**src/rtl/imem_loader.sv**
```systemverilog
// imem_loader: framed byte-stream boot loader for the instruction memory.
// Frame: SYNC, LEN_LO, LEN_HI, 4*N data bytes (LSB first per word), CHK (sum mod 256).
// Optional feature macro: IMEM_LOADER_CPU_HOLD_EN. When it is defined,
// cpu_reset_req holds the processor for the whole load.
module imem_loader #(
    parameter int          ADDR_W    = 10,
    parameter logic [7:0]  SYNC_BYTE = 8'hA5
) (
    input  logic              clk,
    input  logic              reset,
    input  logic [7:0]        s_data,
    input  logic              s_valid,
    output logic              s_ready,
    output logic [ADDR_W-1:0] m_address,
    output logic [31:0]       m_writedata,
    output logic [3:0]        m_byteenable,
    output logic              m_chipselect,
    output logic              m_write,
    output logic              m_debugaccess,
    output logic              m_clken,
    output logic              cpu_reset_req,
    output logic              busy,
    output logic              done,
    output logic              error
);
    // CHK_EV is the single evaluation cycle after the checksum byte arrives.
    typedef enum logic [2:0] {
        S_IDLE, S_LEN0, S_LEN1, S_DATA, S_CHK, S_CHK_EV, S_ERR_DRAIN
    } state_t;

    localparam logic [16:0] DEPTH = 17'd1 << ADDR_W;

    state_t            state_q, state_d;
    logic              started_q, started_d;
    logic [15:0]       len_q, len_d;
    logic [15:0]       wcnt_q, wcnt_d;
    logic [1:0]        bcnt_q, bcnt_d;
    logic [31:0]       word_q, word_d;
    logic [7:0]        sum_q, sum_d;
    logic [7:0]        chk_byte_q, chk_byte_d;
    logic [ADDR_W-1:0] m_address_q, m_address_d;
    logic [31:0]       m_writedata_q, m_writedata_d;
    logic              m_write_q, m_write_d;
    logic              busy_q, busy_d;
    logic              done_q, done_d;
    logic              error_q, error_d;
    logic              xfer;
    logic              sync_hit;
    logic [16:0]       len_new;

    // started_q keeps s_ready low while reset is held and releases it after the first edge.
    assign s_ready  = started_q && (state_q != S_CHK_EV) && (state_q != S_ERR_DRAIN);
    assign xfer     = s_valid && s_ready;
    assign sync_hit = xfer && (state_q == S_IDLE) && (s_data == SYNC_BYTE);
    assign len_new  = {1'b0, s_data, len_q[7:0]};

    // Next-state, datapath and status update.
    always_comb begin
        state_d       = state_q;
        started_d     = 1'b1;
        len_d         = len_q;
        wcnt_d        = wcnt_q;
        bcnt_d        = bcnt_q;
        word_d        = word_q;
        sum_d         = sum_q;
        chk_byte_d    = chk_byte_q;
        m_address_d   = m_address_q;
        m_writedata_d = m_writedata_q;
        m_write_d     = 1'b0;
        busy_d        = busy_q;
        done_d        = done_q;
        error_d       = error_q;
        case (state_q)
            S_IDLE: begin
                if (sync_hit) begin
                    done_d      = 1'b0;
                    error_d     = 1'b0;
                    busy_d      = 1'b1;
                    wcnt_d      = '0;
                    bcnt_d      = '0;
                    sum_d       = '0;
                    m_address_d = '0;
                    state_d     = S_LEN0;
                end
            end
            S_LEN0: begin
                if (xfer) begin
                    len_d[7:0] = s_data;
                    state_d    = S_LEN1;
                end
            end
            S_LEN1: begin
                if (xfer) begin
                    len_d[15:8] = s_data;
                    if (len_new > DEPTH)    state_d = S_ERR_DRAIN;
                    else if (len_new == '0) state_d = S_CHK;
                    else                    state_d = S_DATA;
                end
            end
            S_DATA: begin
                if (xfer) begin
                    word_d = {s_data, word_q[31:8]};
                    sum_d  = sum_q + s_data;
                    bcnt_d = bcnt_q + 2'd1;
                    if (bcnt_q == 2'd3) begin
                        // Word complete: strobe it out at the current word index.
                        m_write_d     = 1'b1;
                        m_writedata_d = {s_data, word_q[31:8]};
                        m_address_d   = wcnt_q[ADDR_W-1:0];
                        wcnt_d        = wcnt_q + 16'd1;
                        if (wcnt_q + 16'd1 == len_q) state_d = S_CHK;
                    end
                end
            end
            S_CHK: begin
                if (xfer) begin
                    chk_byte_d = s_data;
                    state_d    = S_CHK_EV;
                end
            end
            S_CHK_EV: begin
                if (chk_byte_q == sum_q) done_d  = 1'b1;
                else                     error_d = 1'b1;
                busy_d  = 1'b0;
                state_d = S_IDLE;
            end
            S_ERR_DRAIN: begin
                error_d = 1'b1;
                busy_d  = 1'b0;
                state_d = S_IDLE;
            end
            default: state_d = S_IDLE;
        endcase
    end

    // State and datapath registers.
    always_ff @(posedge clk or posedge reset) begin
        if (reset) begin
            state_q       <= S_IDLE;
            started_q     <= 1'b0;
            len_q         <= '0;
            wcnt_q        <= '0;
            bcnt_q        <= '0;
            word_q        <= '0;
            sum_q         <= '0;
            chk_byte_q    <= '0;
            m_address_q   <= '0;
            m_writedata_q <= '0;
            m_write_q     <= 1'b0;
            busy_q        <= 1'b0;
            done_q        <= 1'b0;
            error_q       <= 1'b0;
        end else begin
            state_q       <= state_d;
            started_q     <= started_d;
            len_q         <= len_d;
            wcnt_q        <= wcnt_d;
            bcnt_q        <= bcnt_d;
            word_q        <= word_d;
            sum_q         <= sum_d;
            chk_byte_q    <= chk_byte_d;
            m_address_q   <= m_address_d;
            m_writedata_q <= m_writedata_d;
            m_write_q     <= m_write_d;
            busy_q        <= busy_d;
            done_q        <= done_d;
            error_q       <= error_d;
        end
    end

`ifdef IMEM_LOADER_CPU_HOLD_EN
    logic hold_q, hold_d;

    // Hold set on sync; cleared one cycle after busy drops so the last write is covered.
    always_comb begin
        hold_d = hold_q;
        if (sync_hit)     hold_d = 1'b1;
        else if (!busy_q) hold_d = 1'b0;
    end

    // Hold request register.
    always_ff @(posedge clk or posedge reset) begin
        if (reset) hold_q <= 1'b0;
        else       hold_q <= hold_d;
    end

    assign cpu_reset_req = hold_q;
`else
    assign cpu_reset_req = 1'b0;
`endif

    assign m_address     = m_address_q;
    assign m_writedata   = m_writedata_q;
    assign m_write       = m_write_q;
    assign m_chipselect  = m_write_q;
    assign m_debugaccess = m_write_q;
    assign m_byteenable  = {4{m_write_q}};
    assign m_clken       = 1'b1;
    assign busy          = busy_q;
    assign done          = done_q;
    assign error         = error_q;

endmodule
```
**config.mk**
```make
export PLATFORM = sky130hd
export DESIGN_NAME = imem_loader
export DESIGN_NICKNAME = d
export VERILOG_FILES = /design/src/rtl/imem_loader.sv
export SDC_FILE = /design/constraint.sdc
export NUM_CORES = 1
export LEC_CHECK = 0
export ABC_AREA = 0
export BUFFER_PORTS_ARGS = -buffer_cell sky130_fd_sc_hd__buf_2
export CORE_MARGIN = 10
export CORE_UTILIZATION = 61
export CTS_BUF_LIST = sky130_fd_sc_hd__clkbuf_8
export DETAILED_ROUTE_END_ITERATION = 10
export GPL_TIMING_DRIVEN = 0
export PLACE_DENSITY_LB_ADDON = 0.15
export SLEW_MARGIN = 20
export SYNTH_ARGS = -nofsm -noshare
export SYNTH_HDL_FRONTEND = slang
export SYNTH_SLANG_ARGS = --single-unit
```
**constraint.sdc**
```tcl
create_clock -name clk -period 3.8 [get_ports clk]
set_input_delay 0.19 -clock clk [delete_from_list [all_inputs] [get_ports clk]]
set_output_delay 0.19 -clock clk [all_outputs]
set_load 0.02 [all_outputs]
```
Word-level counts from Yosys, hierarchy flattened
Index checks and enable logic that the tools add are counted.
{"block": "totals", "ff_bits": 132, "latch_bits": 0, "ram_bits": 0, "rom_bits": 0, "input_bits": 11, "out_inout_bits": 55, "elab_cells": 97, "mem_count": 0}
{"block": "op_classes", "addsub": 3, "mul": 0, "div": 0, "magnitude_cmp": 1, "n_eq_ne": 21, "n_shift": 0, "muxes": 34, "n_bitwise": 0, "n_reduce_logical": 23}
{"operator": "16-bit 2-to-1 mux", "count": 3}
{"operator": "16-bit one-hot mux with 2 select lines", "count": 1}
{"operator": "10-bit 2-to-1 mux", "count": 3}
{"operator": "3-bit 2-to-1 mux", "count": 9}
{"operator": "10-bit one-hot mux with 2 select lines", "count": 1}
{"operator": "2-bit inequality test (second input constant)", "count": 9}
{"operator": "17-bit logical NOT", "count": 1}
{"operator": "16-bit by 1-bit adder with 16-bit output (second input constant)", "count": 1}
{"operator": "16-bit == test", "count": 1}
{"operator": "16-bit by 11-bit > comparator with 1-bit output (second input constant)", "count": 1}
{"operator": "8-bit 2-to-1 mux", "count": 2}
{"operator": "8-bit one-hot mux with 2 select lines", "count": 1}
{"operator": "3-bit one-hot mux with 5 select lines", "count": 1}
{"operator": "3-bit AND reduction", "count": 4}
{"operator": "2-bit AND reduction", "count": 5}
{"operator": "3-bit == test (second input constant)", "count": 3}
{"operator": "8-bit adder", "count": 1}
{"operator": "8-bit == test", "count": 1}
{"operator": "8-bit == test (second input constant)", "count": 1}
{"operator": "1-bit 2-to-1 mux", "count": 7}
{"operator": "7-bit AND reduction", "count": 1}
{"operator": "3-bit by 2-bit == test with 1-bit output (second input constant)", "count": 2}
{"operator": "3-bit inequality test (second input constant)", "count": 2}
{"operator": "2-bit nonzero test", "count": 3}
{"operator": "other kinds (12)", "count": 18}

Logic depth before layout (Yosys ltp)
{"block": "depth", "ltp_word": 8, "mapped_depth": 9, "mapped_depth_nobuf": 9}

Least setup slack after synthesis
No wires, ideal clock.
{"block": "synth_path", "path_type": "flip-flop to flip-flop", "start": "register sum_q[1]", "end": "register sum_q[7]", "setup_ns": 0.087, "arrival_time_ns": 2.199, "required_time_ns": 3.713, "path_slack_ns": 1.514, "stages_incl_launch_ff": 9, "path_buffers": 0, "period_less_slack_ns": 2.286, "cell_sequence": "dfrtp_1 ha_1 a21o_1 a21oi_2 o21bai_1 a2111o_1 and3_1 or4_1 o211ai_1"}
{"block": "synth_via", "elab_chain_len": 3}
{"item": "start, declared", "line": "39", "text": "logic [7:0] sum_q, sum_d;"}
{"item": "start signal, assigned", "line": "160", "text": "sum_q <= sum_d;"}
{"item": "8-bit adder", "line": "103", "text": "sum_d = sum_q + s_data;"}
{"item": "8-bit 2-to-1 mux", "line": "101", "text": "if (xfer) begin"}
{"item": "8-bit one-hot mux with 2 select lines", "line": "73", "text": "case (state_q)"}
No other way between the ends. The select of a mux whose other input is x is not followed.
A chain may end at the register's enable or synchronous reset.

Worst setup path after layout
{"block": "layout_path", "start": "register wcnt_q[0]", "end": "register state_q[1]"}
{"block": "layout_via", "elab_chain_len": 4}
{"item": "start, declared", "line": "36", "text": "logic [15:0] wcnt_q, wcnt_d;"}
{"item": "start signal, assigned", "line": "157", "text": "wcnt_q <= wcnt_d;"}
{"item": "16-bit by 1-bit adder with 16-bit output", "line": "111", "text": "if (wcnt_q + 16'd1 == len_q) state_d = S_CHK;"}
{"item": "16-bit == test", "line": "111"}
{"item": "2-bit inequality test (no line)"}
{"item": "7-bit AND reduction (no line)"}
{"item": "end signal, assigned", "line": "154", "text": "state_q <= state_d;"}
{"item": "end, declared", "line": "33", "text": "state_t state_q, state_d;"}
No other way between the ends.

==> out/results.txt <==
The register clock-pin slew on the reported worst setup and hold paths was 0.08 ns; the count of input and output buffers was 62. The tools report the number of remaining DRC errors as 0. The power density over cell area is 439 mW/mm^2. sky130_fd_sc_hd__dfrtp_1 takes more of the synthesized area than any other cell. The logs give 0.00694 sq mm for the finished layout cell area and 74 for the maximum number of pins on one net before global-route repair. STA classifies the critical path endpoint as a register. The tools report the fraction of the core area covered by cells at the end of the flow as 0.720. Final weighted congestion in routability-driven placement: 0.892.

Type of the tightest min-delay check: input port to register. After synthesis the netlist holds a flip-flop and latch count of 124. The maximum level of the CTS H-tree was 4; the die span in y was 119 microns. The initial antenna violation count came out at 0. Number of distinct library cell variants in the gate-level netlist after synthesis: 57.

The async set-or-reset flop fraction in the synthesized netlist is 1.00. By area the synthesized netlist is led by sky130_fd_sc_hd__dfrtp_1, sky130_fd_sc_hd__nand2_1, sky130_fd_sc_hd__mux2_2. The critical path buffer and inverter count was 1; the area taken by multi-input logic gates was 0.00256 sq mm. The clock reaches the later pin of the worst-skew pair after 0.46 ns.

Sink count of the clock tree: 124. The initialized floorplan defines 36 standard-cell rows. The floorplan step defined a die boundary enclosing 0.0141 sq mm. The cell with the most instances after synthesis is sky130_fd_sc_hd__nand2_1. The number of vias per cell after detailed routing works out to 5.59. The signal on the critical path passes through ha_1, and3_4, and3_4, buf_12, a31oi_1, nor3_1, and4b_1, a41oi_2, o31a_1.

Counting along the longest clock path gives a buffer depth of 2. The number of DRC violations after detailed-routing iteration 0 is 310. The die is 119 microns wide. The most frequent cell on the critical path is sky130_fd_sc_hd__and3_4. The register cell area after layout is 0.00310 sq mm, and the starting density of the core is 0.619. The logs give 0.204 for the overall fraction of global-route tracks in use and 5 for the number of detailed-routing iterations run before antenna repair. The flow ran to the end, and the final reports show no timing, DRC or antenna violations.

Derived from the worst setup path, the maximum achievable clock frequency is 383 MHz. The tools report the number of hold violations in the final report as 0. The cell family contributing the most delay on the critical path was simple AND/OR/NAND/NOR gates. The top fanout value on the critical path is 8. By count the netlist is led by sky130_fd_sc_hd__nand2_1, sky130_fd_sc_hd__dfrtp_1, sky130_fd_sc_hd__o21ai_0.

The hold slack was 0.0427 ns; the number of warning messages in the yosys log was 0. The required time at the worst-slack endpoint was 4.14 ns. 66 I/O pins were placed.

CTS placed an instance of sky130_fd_sc_hd__clkbuf_8 at the clock tree root. Via count of the first global-routing pass: 4,805. The number of nets in the finished design was 720; the post-layout minimum cycle time was 2.61 ns. Once the clock tree was built, the setup fixing pass inserted 0 buffers.

The most instantiated flip-flop cell in the synthesis netlist was sky130_fd_sc_hd__dfrtp_1. The post-route clock period utilization works out to 0.687. Setup repair after global routing left no endpoint under its margin.

At the placement stage, the worst setup path has a slack of 1.22 ns. For the leakage power of the design, the log shows 3.61 nW. The tools report the netlist area before placement as 0.00597 sq mm. The share of the synthesized area in the top cell type is 0.520. The worst setup path is launched from a register.

Number of enable-type register cells in the synthesized netlist: 0. The setup path with the least slack is of type register to register. The worst endpoint data arrival time is 2.95 ns, and the placeable core region is 0.00964 sq mm.

For the sequential share of the synthesized area, the log shows 0.520. In this run the remaining antenna-violating nets after routing total 0. For the relative slew slack, the log shows 0.422. The detailed placement HPWL was 9770 microns; the number of buffers created by CTS was 17. The filler cells instantiated in the layout total 777. The first global-routing pass estimated 23,600 microns of wire. Dividing the synthesized area by the synthesized cell count gives 9.71 sq um. After detailed placement, the total cell area comes to 0.00648 sq mm. Across all setup checks in the final design, the least slack found is 1.19 ns. Max capacitance violation total: 0. The number of antenna diodes in the final layout is 0. On the worst path, the slowest cell contributes a delay of 0.49 ns.

TritonCTS built the clock tree. The layout-stage area growth over the synthesis result is 16.2%, and the gate count of the mapped netlist is 615. Master of the slowest instance on the critical path: sky130_fd_sc_hd__dfrtp_1. The worst-case IR drop observed on VDD is 315 uV.

For the final database, setup skew stands at 0.0105 ns. Fraction of layout cells with a size suffix above 1: 0.213. The setup violation total in the final timing report was 0.

The routed layout has 4,721 vias. The number of pins exceeding their max-slew limit in the final report was 0; the sum of overflow across all layers after global routing was 0. The slew at the pin with the worst max-slew slack came out at 0.859 ns. Detail-routed net length per standard cell: 16.6 microns.

Summed over all layers, the routed wires come to 14,100 microns.
-- final cells by class --
cell class / instances / area share
timing repair buffer: 64 / 0.0501
inverter: 10 / 0.00613
multi-input combinational: 440 / 0.368
buffer: 42 / 0.0400
sequential: 124 / 0.447
tap: 133 / 0.0240
clock inverter: 14 / 0.0283
clock buffer: 18 / 0.0357
-- worst min-delay path, stage by stage --
cell and delay (ns):
sky130_fd_sc_hd__buf_2 0.16, sky130_fd_sc_hd__nand2_1 0.07, sky130_fd_sc_hd__nand2_1 0.04
-- layout by cell type (no fill, tap or decap), types with 3 or more instances in the layout --
master	instances
sky130_fd_sc_hd__xor2_1	12
sky130_fd_sc_hd__o21ai_0	30
sky130_fd_sc_hd__buf_4	11
sky130_fd_sc_hd__and3_1	5
sky130_fd_sc_hd__o31ai_1	7
sky130_fd_sc_hd__nand3_1	11
sky130_fd_sc_hd__nor3_2	3
sky130_fd_sc_hd__dfrtp_1	124
sky130_fd_sc_hd__ha_1	9
sky130_fd_sc_hd__a21oi_1	12
sky130_fd_sc_hd__bufinv_16	4
sky130_fd_sc_hd__inv_1	9
sky130_fd_sc_hd__xnor2_1	26
sky130_fd_sc_hd__nor3_1	7
sky130_fd_sc_hd__o21bai_1	3
sky130_fd_sc_hd__buf_6	4
sky130_fd_sc_hd__o22ai_1	6
sky130_fd_sc_hd__nand4_1	6
sky130_fd_sc_hd__buf_2	64
sky130_fd_sc_hd__nand2_1	200
sky130_fd_sc_hd__conb_1	3
sky130_fd_sc_hd__a22o_1	11
sky130_fd_sc_hd__clkbuf_8	21
sky130_fd_sc_hd__nor2_1	23
sky130_fd_sc_hd__clkbuf_1	19
sky130_fd_sc_hd__clkinv_4	6
sky130_fd_sc_hd__a31oi_1	4
sky130_fd_sc_hd__mux2_2	23
-- cell families (layout without fill, tap and decap cells) --
| kind of cell | after synthesis | in the layout | share of synthesized area |
|---|---|---|---|
| flip-flops | 124 | 124 | 0.520 |
| buffers and inverters | 52 | 148 | 0.0528 |
| AO/OA/AOI/OAI | 87 | 87 | 0.0987 |
| multiplexers | 25 | 25 | 0.0467 |
| AND/OR/NAND/NOR | 277 | 277 | 0.203 |
| XOR/XNOR | 38 | 38 | 0.0557 |
| other | 2 | 3 | 0.00126 |
| adder cells (fa/ha/maj) | 10 | 10 | 0.0222 |
-- per-layer routing --
metal  vias to the layer above  part of all wire  global-route usage
li1                       2218                 -                   -
met1                      2314              0.43               0.254
met2                       154              0.49               0.330
met3                        35             0.060              0.0524
met4                         0             0.024              0.0870
met5                         -                 0                   0
-- final timing paths --
kind                       slack (ns)      startpoint  depth (start not counted)         endpoint
setup / recovery                 1.19       wcnt_q[0]                          9       state_q[1]
hold reg to reg                  0.47  m_writedata[3]                          2   m_writedata[3]
min in group asynchronous        0.32           reset                          3  m_writedata[19]
hold / removal                   0.04       s_data[6]                          3       word_q[30]
max in group asynchronous        2.78           reset                          4     m_address[5]
setup reg to reg                 1.19       wcnt_q[0]                          9       state_q[1]
-- timing repair --
item	CTS	global route
endpoints found under the hold margin	51	0
resized for setup	0	0
hold buffers	1	0
-- stage by stage --
stage | cells | TNS (ns) | power [mW]
final | 845 | 0 | 3.05
after global routing | 845 | 0 | 3.16
after CTS | 845 | 0 | 3.06
after detailed placement | 812 | 0 | 1.79
after global placement | 811 | -111.93 | 1.77
after floorplan | 616 | 0 | 1.71
-- state kept, by name (all words and copies together) (netlist names) --
register and flops:
m_chipselect 1, bcnt_q 2, sum_q 8, error 1, wcnt_q 16, state_q 3
m_address 10, started_q 1, len_q 16, chk_byte_q 8, word_q 24, done 1
m_writedata 32, busy 1
-- where the power goes --
part / switching, mW / internal (mW) / total (mW)
logic: 0.152 / 0.153 / 0.305
registers: 0.0635 / 1.40 / 1.46
clock network: 0.550 / 0.733 / 1.28
(Power assumes the default switching activity.)
